File: config.mk
export PLATFORM = sky130hd
export DESIGN_NAME = fetch_stage
export DESIGN_NICKNAME = d
export VERILOG_FILES = /design/src/rtl/fetch_stage.sv
export SDC_FILE = /design/constraint.sdc
export NUM_CORES = 1
export LEC_CHECK = 0
export ABC_CLOCK_PERIOD_IN_PS = 17200
export CAP_MARGIN = 20
export CORE_MARGIN = 2
export CORE_UTILIZATION = 42
export DETAILED_ROUTE_END_ITERATION = 8
export GPL_TIMING_DRIVEN = 0
export PLACE_DENSITY = 0.73
export SLEW_MARGIN = 15
export SYNTH_ARGS = -nofsm -noshare
export SYNTH_HDL_FRONTEND = slang
export SYNTH_SLANG_ARGS = --single-unit
export TNS_END_PERCENT = 100
File: constraint.sdc
create_clock -name clk -period 17.2 [get_ports clk]
set_clock_uncertainty 0.2 [all_clocks]
set_input_delay 3.44 -clock clk [delete_from_list [all_inputs] [get_ports clk]]
set_output_delay 3.44 -clock clk [all_outputs]
set_load 0.01 [all_outputs]
File: src/rtl/fetch_stage.sv
// fetch_stage
//   Instruction-fetch stage. It holds the architectural PC and keeps at most one
//   instruction-memory request outstanding. Each returned instruction is
//   registered into the IF/ID pipeline register. If an instruction returns while
//   the hazard unit is stalling, a one-entry skid buffer holds it. A redirect
//   (taken branch/jump) overrides stall, squashes IF/ID and discards the skid
//   buffer. Any request already in flight is then drained in DROP.
//
// Ports
//   clk           clock, rising edge
//   rst           asynchronous active-high reset
//   redirect      taken branch/jump this cycle
//   redirect_pc   redirect target; bits [1:0] are ignored
//   stall         hold IF/ID, do not advance
//   imem_req      registered request strobe, one cycle per fetch
//   imem_addr     registered fetch address, valid while imem_req=1
//   imem_rvalid   instruction return strobe
//   imem_rdata    returned instruction
//   if_id_valid   IF/ID holds a live instruction
//   if_id_pc      PC of the IF/ID instruction
//   if_id_pc4     if_id_pc + 4
//   if_id_instr   IF/ID instruction
//
// state | meaning
// ------+--------------------------------------------------------------------
// ISSUE | request strobe on the bus (straight out of reset: strobe being raised)
// WAIT  | request in flight, waiting for imem_rvalid
// HOLD  | returned instruction parked in the skid buffer until stall drops
// DROP  | a discarded request is in flight; its response is swallowed

module fetch_stage #(
  parameter int              XLEN     = 32,
  parameter logic [XLEN-1:0] RESET_PC = '0
) (
  input  logic            clk,
  input  logic            rst,
  input  logic            redirect,
  input  logic [XLEN-1:0] redirect_pc,
  input  logic            stall,
  output logic            imem_req,
  output logic [XLEN-1:0] imem_addr,
  input  logic            imem_rvalid,
  input  logic [31:0]     imem_rdata,
  output logic            if_id_valid,
  output logic [XLEN-1:0] if_id_pc,
  output logic [XLEN-1:0] if_id_pc4,
  output logic [31:0]     if_id_instr
);

  typedef enum logic [1:0] {ISSUE, WAIT, HOLD, DROP} state_t;

  localparam logic [XLEN-1:0] PC_STEP    = XLEN'(4);
  localparam logic [XLEN-1:0] ALIGN_MASK = ~(XLEN'(3));

  state_t          state, state_d;
  logic [XLEN-1:0] pc, pc_d;
  logic [31:0]     skid, skid_d;
  logic            deliver;
  logic [31:0]     deliver_instr;

  always_comb begin
    state_d       = state;
    pc_d          = pc;
    skid_d        = skid;
    deliver       = 1'b0;
    deliver_instr = skid;

    unique case (state)
      // Out of reset the strobe register is still low, so ISSUE is held one
      // extra cycle to raise it. After that, ISSUE always coincides with the strobe.
      ISSUE: state_d = imem_req ? WAIT : ISSUE;
      WAIT: begin
        if (imem_rvalid) begin
          if (stall) begin
            skid_d  = imem_rdata;
            state_d = HOLD;
          end else begin
            deliver       = 1'b1;
            deliver_instr = imem_rdata;
            state_d       = ISSUE;
          end
        end
      end
      HOLD: begin
        if (!stall) begin
          deliver       = 1'b1;
          deliver_instr = skid;
          state_d       = ISSUE;
        end
      end
      DROP: begin
        if (imem_rvalid) state_d = ISSUE;
      end
      default: state_d = ISSUE;
    endcase

    if (deliver) pc_d = pc + PC_STEP;

    // Redirect wins over everything, stall included. Leave through DROP only
    // when a response is still owed by the memory.
    if (redirect) begin
      deliver = 1'b0;
      skid_d  = '0;
      pc_d    = redirect_pc & ALIGN_MASK;
      case (state)
        ISSUE:   state_d = imem_req ? DROP : ISSUE;
        WAIT:    state_d = imem_rvalid ? ISSUE : DROP;
        HOLD:    state_d = ISSUE;
        DROP:    state_d = imem_rvalid ? ISSUE : DROP;
        default: state_d = ISSUE;
      endcase
    end
  end

  always_ff @(posedge clk or posedge rst) begin
    if (rst) begin
      state       <= ISSUE;
      pc          <= RESET_PC;
      skid        <= '0;
      imem_req    <= 1'b0;
      imem_addr   <= '0;
      if_id_valid <= 1'b0;
      if_id_pc    <= '0;
      if_id_pc4   <= '0;
      if_id_instr <= '0;
    end else begin
      state    <= state_d;
      pc       <= pc_d;
      skid     <= skid_d;
      imem_req <= (state_d == ISSUE);
      if (state_d == ISSUE) imem_addr <= pc_d;

      if (redirect) begin
        if_id_valid <= 1'b0;
      end else if (!stall) begin
        if (deliver) begin
          if_id_valid <= 1'b1;
          if_id_pc    <= pc;
          if_id_pc4   <= pc + PC_STEP;
          if_id_instr <= deliver_instr;
        end else begin
          if_id_valid <= 1'b0;
        end
      end
    end
  end

endmodule

==> impl_results.md, run 1 <==
- Crit Path Max Fanout: 10
- Slew @ Worst Pin: 0.9009 ns
- Starting DRT DRC Count: 784
- CTS Buffer Depth: 2
- Worst-skew pair later-pin latency: 0.44 ns
- Worst hold path class: reg2reg
- Number of max-cap violations: 0
- ANT nets after route: 0
- Hold slack: 0.3026 ns
- Die area: 22690 um2
- Drt total wl: 26050 um
- Sw frac: 33.74%
- Initial Util: 42.82%
- Vias in the first global route: 7351
- Vias/cell: 5.471
- Post-synth EDFFs: 0
- Library cells used by synthesis: 58
- Die Wd: 150.6 um
- Chip Height: 150.6 um
- Antenna violations before repair: 0
- Commonest non-fill, non-tap cell in the layout: clkdlybuf4s50_1
- Unrepaired setup endpoints after global routing: false
- Ant. Diodes: 0
- Pwr/cell area: 160.2 nW/um2
- Largest net degree at the start of global routing: 112
- Layout cell share with drive strength beyond 1: 11.85%
- Sequential fraction of the synthesis area: 53.76%
- Clock period minus final worst setup slack: 6.228 ns
- Final net count: 1143
- Critical Path AT: 6.31 ns
- Commonest non-fill, non-tap cells in the layout: clkdlybuf4s50_1, dfrtp_1, nand2_1, a21oi_1, nor2_1
- TritonCTS clock tree: done
- Rel. slew slack: 39.39%
- WP data required: 17.28 ns
- P_sw: 646.8 uW
- Global-route wire length before repair: 40280 um
- Flop pwr share: 37.8%
- Comb power frac: 41.2%
- Mean post-synth cell area: 10.60 um2
- Finished Cell Area: 11970 um2
- Port Buffers: 196
- Final Hold Vio Count: 0
- Post-Synthesis Cells: 852
- Outcome: finished, final reports clean
- CP startpoint kind: input pin
- Postcts setup bufs: 0
- Core area: 21090 um2
- DR WL/cell: 19.22 um
- Top Ports: 199
- TNS Setup: 0 ns
- Post-cts gate resize count: 0
- Post-route DRC violation count: 0
- Clk pwr share: 21.0%
- Synth Flop Type: dfrtp_1
- Syn Std Cell Area: 9030 um2
- Max Fclk: 160.6 MHz
- Slew Viols, Final: 0
- Mapped Nets: 927
- Final worst path period share: 36.21%
- Setup violators final: 0
- Crit Path Category: in2reg
- Detailed Place HPWL: 18470 um
- GRT overflow: 0
- DRT Pass-1 Iters: 6
- Syn-to-layout area delta: 32.52%
- FF+latch count, synth: 194
- CTS H-tree lvls: 4
- Placed insts: 1324
- LEAKAGE: 0.004997 uW
- YS warnings: 0
- Tot GR Track Use: 23.39%
- Finished Layout Cells: 1355
- Rows: 53
- DP Area: 11380 um2
- Total chip power: 1917 uW
- Crit end category: flop
- GP Congestion: 0.8984
- Clk slew on worst S/H paths: 0.07 ns
- Routed vias: 7413
- TritonCTS Buffers: 17
- Clock net sink count: 194
- VDD IR max: 0.00007150 V
- Internal power: 1270 uW
- CTS Hold Bufs: 0
- Synth async-reset ratio: 100.0%
- Clk root buf: clkbuf_16
[path summary, 6_finish.rpt]
path	startpoint	endpoint	slack (ns)	cells past startpoint
setup reg to reg	state[1]$_DFF_PP0_	if_id_instr[1]$_DFFE_PP0P_	13.73	8
hold / removal	pc[1]$_DFF_PP0_	if_id_pc[1]$_DFFE_PP0P_	0.30	1
hold reg to reg	pc[1]$_DFF_PP0_	if_id_pc[1]$_DFFE_PP0P_	0.30	1
min in group asynchronous	rst	if_id_pc[12]$_DFFE_PP0P_	3.28	2
max in group asynchronous	rst	imem_req$_DFF_PP0_	12.52	3
setup / recovery	stall	if_id_instr[1]$_DFFE_PP0P_	10.97	7
[synthesized netlist by cell type, drive strengths merged (13+ instances only)]
cell type | number | area share, %
nor3 | 13 | 0.72
and3 | 13 | 0.91
clkbuf | 49 | 3.2
mux2i | 34 | 3.8
o21ai | 15 | 0.83
dfrtp | 194 | 54
a21oi | 97 | 5.4
nand3 | 17 | 1.0
nand4 | 20 | 1.5
xnor2 | 26 | 2.5
buf | 13 | 0.89
mux2 | 64 | 8.0
nand2 | 98 | 4.1
nor2 | 80 | 3.3
[metrics by stage]
step	util, %	worst slack, ns
2_1_floorplan	-	8.276
3_5_place_dp	53.95	10.47
6_report	56.75	10.97
4_1_cts	56.75	10.94
5_1_grt	56.75	10.83
3_3_place_gp	53.76	5.737
[critical path, stage by stage]
cell	delay, ns
clkdlybuf4s50_1	0.51
nand2b_1	0.20
clkbuf_8	0.18
nor3_2	0.63
clkbuf_1	0.62
clkbuf_1	0.57
a21oi_1	0.16
[power groups by stage]
stage | registers (uW) | clock network [uW] | logic, uW
2_1_floorplan | 776 | 0 | 317
3_3_place_gp | 729 | 0 | 777
3_5_place_dp | 732 | 0 | 790
4_1_cts | 725 | 410 | 796
5_1_grt | 742 | 429 | 855
6_report | 724 | 403 | 790
[layer usage]
metal	wire length, um	GRT usage, %	up-vias
met2	12100	36.11	321
met5	0	0	-
li1	-	-	3407
met4	588	7.710	0
met1	11380	32.87	3642
met3	1980	5.152	43
[area by class of cell]
| type | count | area, um2 |
|---|---|---|
| Multi-Input combinational cell | 582 | 3717 |
| Clock inverter | 13 | 151.4 |
| Inverter | 13 | 70.07 |
| Buffer | 63 | 400.4 |
| Fill cell | 1840 | 9121 |
| Sequential cell | 194 | 4855 |
| Clock buffer | 18 | 439.2 |
| Tap cell | 275 | 344.1 |
| Timing Repair Buffer | 197 | 1989 |
[registers in the layout, summed over array words and instances, names as in the netlist]
signal,flops
if_id_instr,32
if_id_pc,32
if_id_pc4,30
if_id_valid,1
imem_addr,32
imem_req,1
pc,32
skid,32
state,2
[kinds of logic (layout without fill, tap and decap cells)]
family,after synthesis,in the layout,synth area share (%)
adders and majority gates,6,6,0.8313
buffers and inverters,76,304,5.127
xor gates and xnor gates,38,38,3.686
AOI/OAI and AO/OA,157,157,10.03
DFF,194,194,53.76
and+or+nand+nor,283,283,14.81
muxes,98,98,11.75
(Power assumes the default switching activity.)
==> run 2: changes to the inputs <==
- ABC_CLOCK_PERIOD_IN_PS: 17200 -> 6200
- clock period: 17.2 -> 6.2 ns (I/O delays scaled with it)
==> run 2 against run 1 <==
Critical path depth unchanged. Cell area up 0.44%. Combinational power rose to 2.8 times the previous value. Core utilization up 0.25 points. Clock power rose to 2.7 times the previous value. Routed wire length up 1.2%. Via count up 0.77%. Setup slack worse by 8.8 ns. Register-to-register slack worse by 11 ns. Sequential power rose to 2.8 times the previous value. Cell count up 0.22%. Count of clock-buffer cells in the layout unchanged. Critical path type unchanged. Largest power group unchanged.
==> impl_results.md, run 2 (synthesis results as in run 1) <==
- Outcome: finished, final reports clean (unchanged)
- Global-route wire length before repair: 40990 um (was 40280 um)
- Commonest non-fill, non-tap cells in the layout: clkdlybuf4s50_1, dfrtp_1, nand2_1, a21oi_1, nor2_1 (unchanged)
- Rows: 53 (unchanged)
- Slew Viols, Final: 0 (unchanged)
- Final worst path period share: 64.82%
- Starting DRT DRC Count: 691 (was 784)
- Critical Path AT: 4.10 ns (was 6.31 ns)
- Post-route DRC violation count: 0 (unchanged)
- Layout cell share with drive strength beyond 1: 12.10% (was 11.85%)
- Vias in the first global route: 7464 (was 7351)
- Detailed Place HPWL: 19120 um (was 18470 um)
- CP startpoint kind: input pin (unchanged)
- Number of max-cap violations: 0 (unchanged)
- GRT overflow: 0 (unchanged)
- Max Fclk: 248.8 MHz
- DRT Pass-1 Iters: 5 (was 6)
- Drt total wl: 26360 um (was 26050 um)
- Tot GR Track Use: 23.69% (was 23.39%)
- Hold slack: 0.2974 ns (was 0.3026 ns)
- LEAKAGE: 0.005021 uW (was 0.004997 uW)
- Slew @ Worst Pin: 0.9393 ns (was 0.9009 ns)
- CTS Hold Bufs: 0 (unchanged)
- Worst-skew pair later-pin latency: 0.44 ns (about the same)
- Port Buffers: 196 (unchanged)
- GRT met1 Usage: 33.10% (was 32.87%)
- Setup violators final: 0 (unchanged)
- Worst hold path class: reg2reg (unchanged)
- Crit Path Category: in2reg (unchanged)
- Grt met3 use: 4.333% (was 5.152%)
- Routed vias: 7470 (was 7413)
- Core area: 21090 um2 (unchanged)
- CTS H-tree lvls: 4 (unchanged)
- Syn-to-layout area delta: 33.10% (was 32.52%)
- CTS Buffer Depth: 2 (unchanged)
- Commonest non-fill, non-tap cell in the layout: clkdlybuf4s50_1 (unchanged)
- Met2 usage: 37.14% (was 36.11%)
- Antenna violations before repair: 0 (unchanged)
- WP data required: 6.28 ns (was 17.28 ns)
- Vias/cell: 5.501 (was 5.471)
- Layer with the highest usage: met2 (unchanged)
- Die area: 22690 um2 (unchanged)
- Post-cts gate resize count: 0 (unchanged)
- Clk root buf: clkbuf_16 (unchanged)
- Rel. slew slack: 36.81% (was 39.39%)
- Largest net degree at the start of global routing: 37 (was 112)
- Crit Path Max Fanout: 10 (unchanged)
- ANT nets after route: 0 (unchanged)
- Clk slew on worst S/H paths: 0.07 ns (about the same)
- Postcts setup bufs: 0 (unchanged)
- Top Ports: 199 (unchanged)
- Clock net sink count: 194 (unchanged)
- Die Wd: 150.6 um (unchanged)
- Chip Height: 150.6 um (unchanged)
- Final Hold Vio Count: 0 (unchanged)
- Clock period minus final worst setup slack: 4.019 ns
- Initial Util: 42.82% (unchanged)
- TNS Setup: 0 ns (unchanged)
- Ant. Diodes: 0 (unchanged)
- Final net count: 1147 (was 1143)
- GP Congestion: 0.8784 (was 0.8984)
- DR WL/cell: 19.41 um (was 19.22 um)
- Unrepaired setup endpoints after global routing: false (unchanged)
- Pwr/cell area: 442.8 nW/um2 (was 160.2 nW/um2)
- Crit end category: flop (unchanged)
- VDD IR max: 0.0002821 V (was 0.00007150 V)
- TritonCTS clock tree: done (unchanged)
- TritonCTS Buffers: 17 (unchanged)
[run 2: cell count changes in the layout (fill, tap and decap cells not counted)]
cell,before,now
inv_6,2,1
buf_12,0,5
clkinv_2,1,2
clkinv_4,1,3
buf_16,1,0
inv_8,3,0
[run 2: final timing paths]
path	cells after the start	start	slack (ns)	endpoint
min in group asynchronous	2	rst	1.07	imem_addr[12]$_DFFE_PP0N_
worst max-delay path	7	stall	2.18	if_id_pc4[30]$_DFFE_PP0P_
worst max register to register	8	state[1]$_DFF_PP0_	2.66	if_id_pc4[30]$_DFFE_PP0P_
max in group asynchronous	5	rst	3.59	skid[31]$_DFFE_PP0P_
worst min register to register	1	pc[1]$_DFF_PP0_	0.30	if_id_pc[1]$_DFFE_PP0P_
worst min-delay path	1	pc[1]$_DFF_PP0_	0.30	if_id_pc[1]$_DFFE_PP0P_
[run 2: where the power goes]
part | internal (uW) | total (uW) | leakage (uW) | switching [uW]
clock | 602 | 1090 | 0.000270 | 490
sequential | 1720 | 2020 | 0.00236 | 303
combinational | 1200 | 2210 | 0.00239 | 1010
[run 2: critical path, stage by stage]
cell and delay, ns:
clkdlybuf4s50_1 0.50, nand2b_1 0.19, clkbuf_8 0.18, nor3_2 0.61
clkbuf_1 0.64, clkbuf_1 0.59, a21oi_1 0.15
[run 2: layout make-up]
| cell class | count | area [um2] |
|---|---|---|
| buffer | 63 | 400.4 |
| clock buffer | 18 | 439.2 |
| clock inverter | 12 | 135.1 |
| fill | 1865 | 9069 |
| inverter | 13 | 66.31 |
| multi-input combinational | 582 | 3717 |
| sequential | 194 | 4855 |
| tap | 275 | 344.1 |
| timing repair buffer | 201 | 2062 |
[run 2: routing by layer]
metal | routed length [um] | vias to the layer above
met5 | 0 | -
met4 | 700 | 0
met3 | 1837 | 55
met2 | 12470 | 302
met1 | 11350 | 3697
li1 | - | 3416
[run 2: per-stage QoR]
stage | instances | utilization, % | instance area [um2] | power, uW | setup slack (ns)
after floorplan | 852 | - | 9034 | 3033 | 2.256
after global placement | 1323 | 53.77 | 11340 | 4185 | 0.6803
after detailed placement | 1328 | 54.27 | 11440 | 4244 | 1.725
after CTS | 1358 | 57.00 | 12020 | 5343 | 2.176
after global routing | 1358 | 57.00 | 12020 | 5610 | 2.020
final | 1358 | 57.00 | 12020 | 5322 | 2.181
==> run 3: changes to the inputs <==
- ABC_CLOCK_PERIOD_IN_PS: 6200 -> 3300
- PLACE_DENSITY: 0.73 -> 0.76
- clock period: 6.2 -> 3.3 ns (I/O delays scaled with it)
==> run 3 against run 2 <==
Worst hold slack about the same. Power rose by 87%. Critical path depth up 1. Setup slack worse by 2.1 ns. Die area stayed put. Non-clock buffer count is 1 higher. Flip-flop and latch count stayed put. First-iteration DRC count down 10%. Core utilization up 0.083 points. Sequential share of layout area decreased by 0.059 points. Combinational power rose by 88%. Cell count increased by 0.15%. Critical endpoint is now if_id_pc4[18]$_DFFE_PP0P_. Highest routed layer unchanged.
==> impl_results.md, run 3 (synthesis results as in run 1) <==
- Hold Path Cell Cnt: 1 (unchanged)
- Die Wd: 150.6 um (unchanged)
- Flop pwr share: 38.0% (was 37.9%)
- VDD IR max: 0.0003675 V (was 0.0002821 V)
- Starting DRT DRC Count: 622 (was 691)
- Post-route DRC violation count: 0 (unchanged)
- WP data required: 3.38 ns (was 6.28 ns)
- Vias/cell: 5.513 (was 5.501)
- Final net count: 1148 (was 1147)
- CTS H-tree lvls: 4 (unchanged)
- Ant. Diodes: 0 (unchanged)
- GRT overflow: 0 (unchanged)
- Rows: 53 (unchanged)
- Rel. slew slack: 33.12% (was 36.81%)
- Commonest non-fill, non-tap cells in the layout: clkdlybuf4s50_1, dfrtp_1, nand2_1, a21oi_1, nor2_1 (unchanged)
- Sw frac: 33.93% (was 33.85%)
- Routed vias: 7498 (was 7470)
- GP Congestion: 0.8894 (was 0.8784)
- Pre-CTS setup slack: -0.5986 ns (was 1.725 ns)
- Final Hold Vio Count: 0 (unchanged)
- P_sw: 3372 uW (was 1802 uW)
- Worst-skew pair later-pin latency: 0.44 ns (about the same)
- Clk root buf: clkbuf_16 (unchanged)
- Crit Path Category: reg2reg (was in2reg)
- Hold slack: 0.2977 ns (was 0.2974 ns)
- Global-route wire length before repair: 40630 um (was 40990 um)
- Critical Path AT: 3.33 ns (was 4.10 ns)
- Crit Path Max Fanout: 10 (unchanged)
- Slew @ Worst Pin: 0.9941 ns (was 0.9393 ns)
- Largest net degree at the start of global routing: 37 (unchanged)
- Commonest non-fill, non-tap cell in the layout: clkdlybuf4s50_1 (unchanged)
- Max Fclk: 307.9 MHz
- DR WL/cell: 19.37 um (was 19.41 um)
- Syn-to-layout area delta: 33.30% (was 33.10%)
- Internal power: 6567 uW (was 3521 uW)
- Outcome: finished, final reports clean (unchanged)
- CTS Buffer Depth: 2 (unchanged)
- Slack of the critical path: 0.05257 ns (was 2.181 ns)
- CP startpoint kind: flop (was input pin)
- # fillers: 1820 (was 1865)
- Clock period minus final worst setup slack: 3.247 ns
- Port Buffers: 196 (unchanged)
- Initial Util: 42.82% (unchanged)
- Detailed Place HPWL: 19200 um (was 19120 um)
- Postcts setup bufs: 0 (unchanged)
- Tot GR Track Use: 23.39% (was 23.69%)
- Clock net sink count: 194 (unchanged)
- Worst hold path class: reg2reg (unchanged)
- Drt total wl: 26340 um (was 26360 um)
- Die area: 22690 um2 (unchanged)
- Number of max-cap violations: 0 (unchanged)
- Clk pwr share: 20.1% (was 20.5%)
- TritonCTS clock tree: done (unchanged)
- TritonCTS Buffers: 17 (unchanged)
- Final worst path period share: 98.41%
- Comb power frac: 41.8% (was 41.6%)
- Vias in the first global route: 7307 (was 7464)
- Unrepaired setup endpoints after global routing: false (unchanged)
- Top Ports: 199 (unchanged)
- Util after Layout: 57.08% (was 57.00%)
- Crit end category: flop (unchanged)
- Chip Height: 150.6 um (unchanged)
- Slew Viols, Final: 0 (unchanged)
- Antenna violations before repair: 0 (unchanged)
- Layout cell share with drive strength beyond 1: 12.63% (was 12.10%)
- R2R depth: 8 (unchanged)
- ANT nets after route: 0 (unchanged)
- Pwr/cell area: 825.7 nW/um2 (was 442.8 nW/um2)
- LEAKAGE: 0.005050 uW (was 0.005021 uW)
- Setup violators final: 0 (unchanged)
- Clk slew on worst S/H paths: 0.07 ns (about the same)
- Core area: 21090 um2 (unchanged)
- DRT Pass-1 Iters: 5 (unchanged)
-- run 3: metal layers --
metal | vias up | GRT usage (%) | part of all wire, %
li1 | 3415 | - | -
met1 | 3678 | 32.33 | 42
met2 | 347 | 36.52 | 47
met3 | 58 | 5.485 | 8.3
met4 | 0 | 7.664 | 2.5
met5 | - | 0 | 0
-- run 3: final cells by class --
class,count,area [um2],share of cell area (%)
Tap cell,275,344.1,2.859
Sequential cell,194,4855,40.33
Clock inverter,12,105.1,0.8732
Inverter,13,66.31,0.5509
Buffer,63,404.1,3.358
Timing Repair Buffer,202,2082,17.30
Multi-Input combinational cell,582,3727,30.97
Clock buffer,19,452.9,3.763
-- run 3: worst max-delay path: stages (launching register included) --
cell	delay [ns]
dfrtp_1	0.40
inv_1	0.12
ha_1	0.15
clkbuf_1	0.23
a21oi_2	0.25
nor3_4	0.48
clkbuf_1	0.57
buf_1	0.52
a21oi_1	0.17
-- run 3: power by group through the flow --
| stage | Sequential, uW | Combinational (uW) | Clock, uW |
|---|---|---|---|
| CTS | 3780 | 4180 | 2040 |
| detailed placement | 3820 | 4150 | 0 |
| floorplan | 4040 | 1650 | 0 |
| global placement | 3790 | 4060 | 0 |
| finish | 3780 | 4160 | 2000 |
| global route | 3880 | 4470 | 2130 |
-- run 3: path summary, 6_finish.rpt --
check	start	to	slack, ns
max	state[1]$_DFF_PP0_	if_id_pc4[18]$_DFFE_PP0P_	0.05
min reg2reg	pc[1]$_DFF_PP0_	if_id_pc[1]$_DFFE_PP0P_	0.30
max in group asynchronous	rst	skid[31]$_DFFE_PP0P_	1.57
min	pc[1]$_DFF_PP0_	if_id_pc[1]$_DFFE_PP0P_	0.30
max reg2reg	state[1]$_DFF_PP0_	if_id_pc4[18]$_DFFE_PP0P_	0.05
min in group asynchronous	rst	if_id_pc[8]$_DFFE_PP0P_	0.38
-- run 3: per-stage QoR --
step           area [um2]  setup TNS [ns]  cells  power (uW)
2_1_floorplan        9034          -12.50    852        5698
3_3_place_gp        11340         -394.17   1323        7849
3_5_place_dp        11460          -43.03   1329        7972
4_1_cts             12030               0   1360       10000
5_1_grt             12040               0   1360       10490
6_report            12040               0   1360        9939
-- run 3: what timing repair did --
action,CTS,global route
gates resized for setup,1,6
hold buffers,0,0
endpoints found under the setup margin,50,51
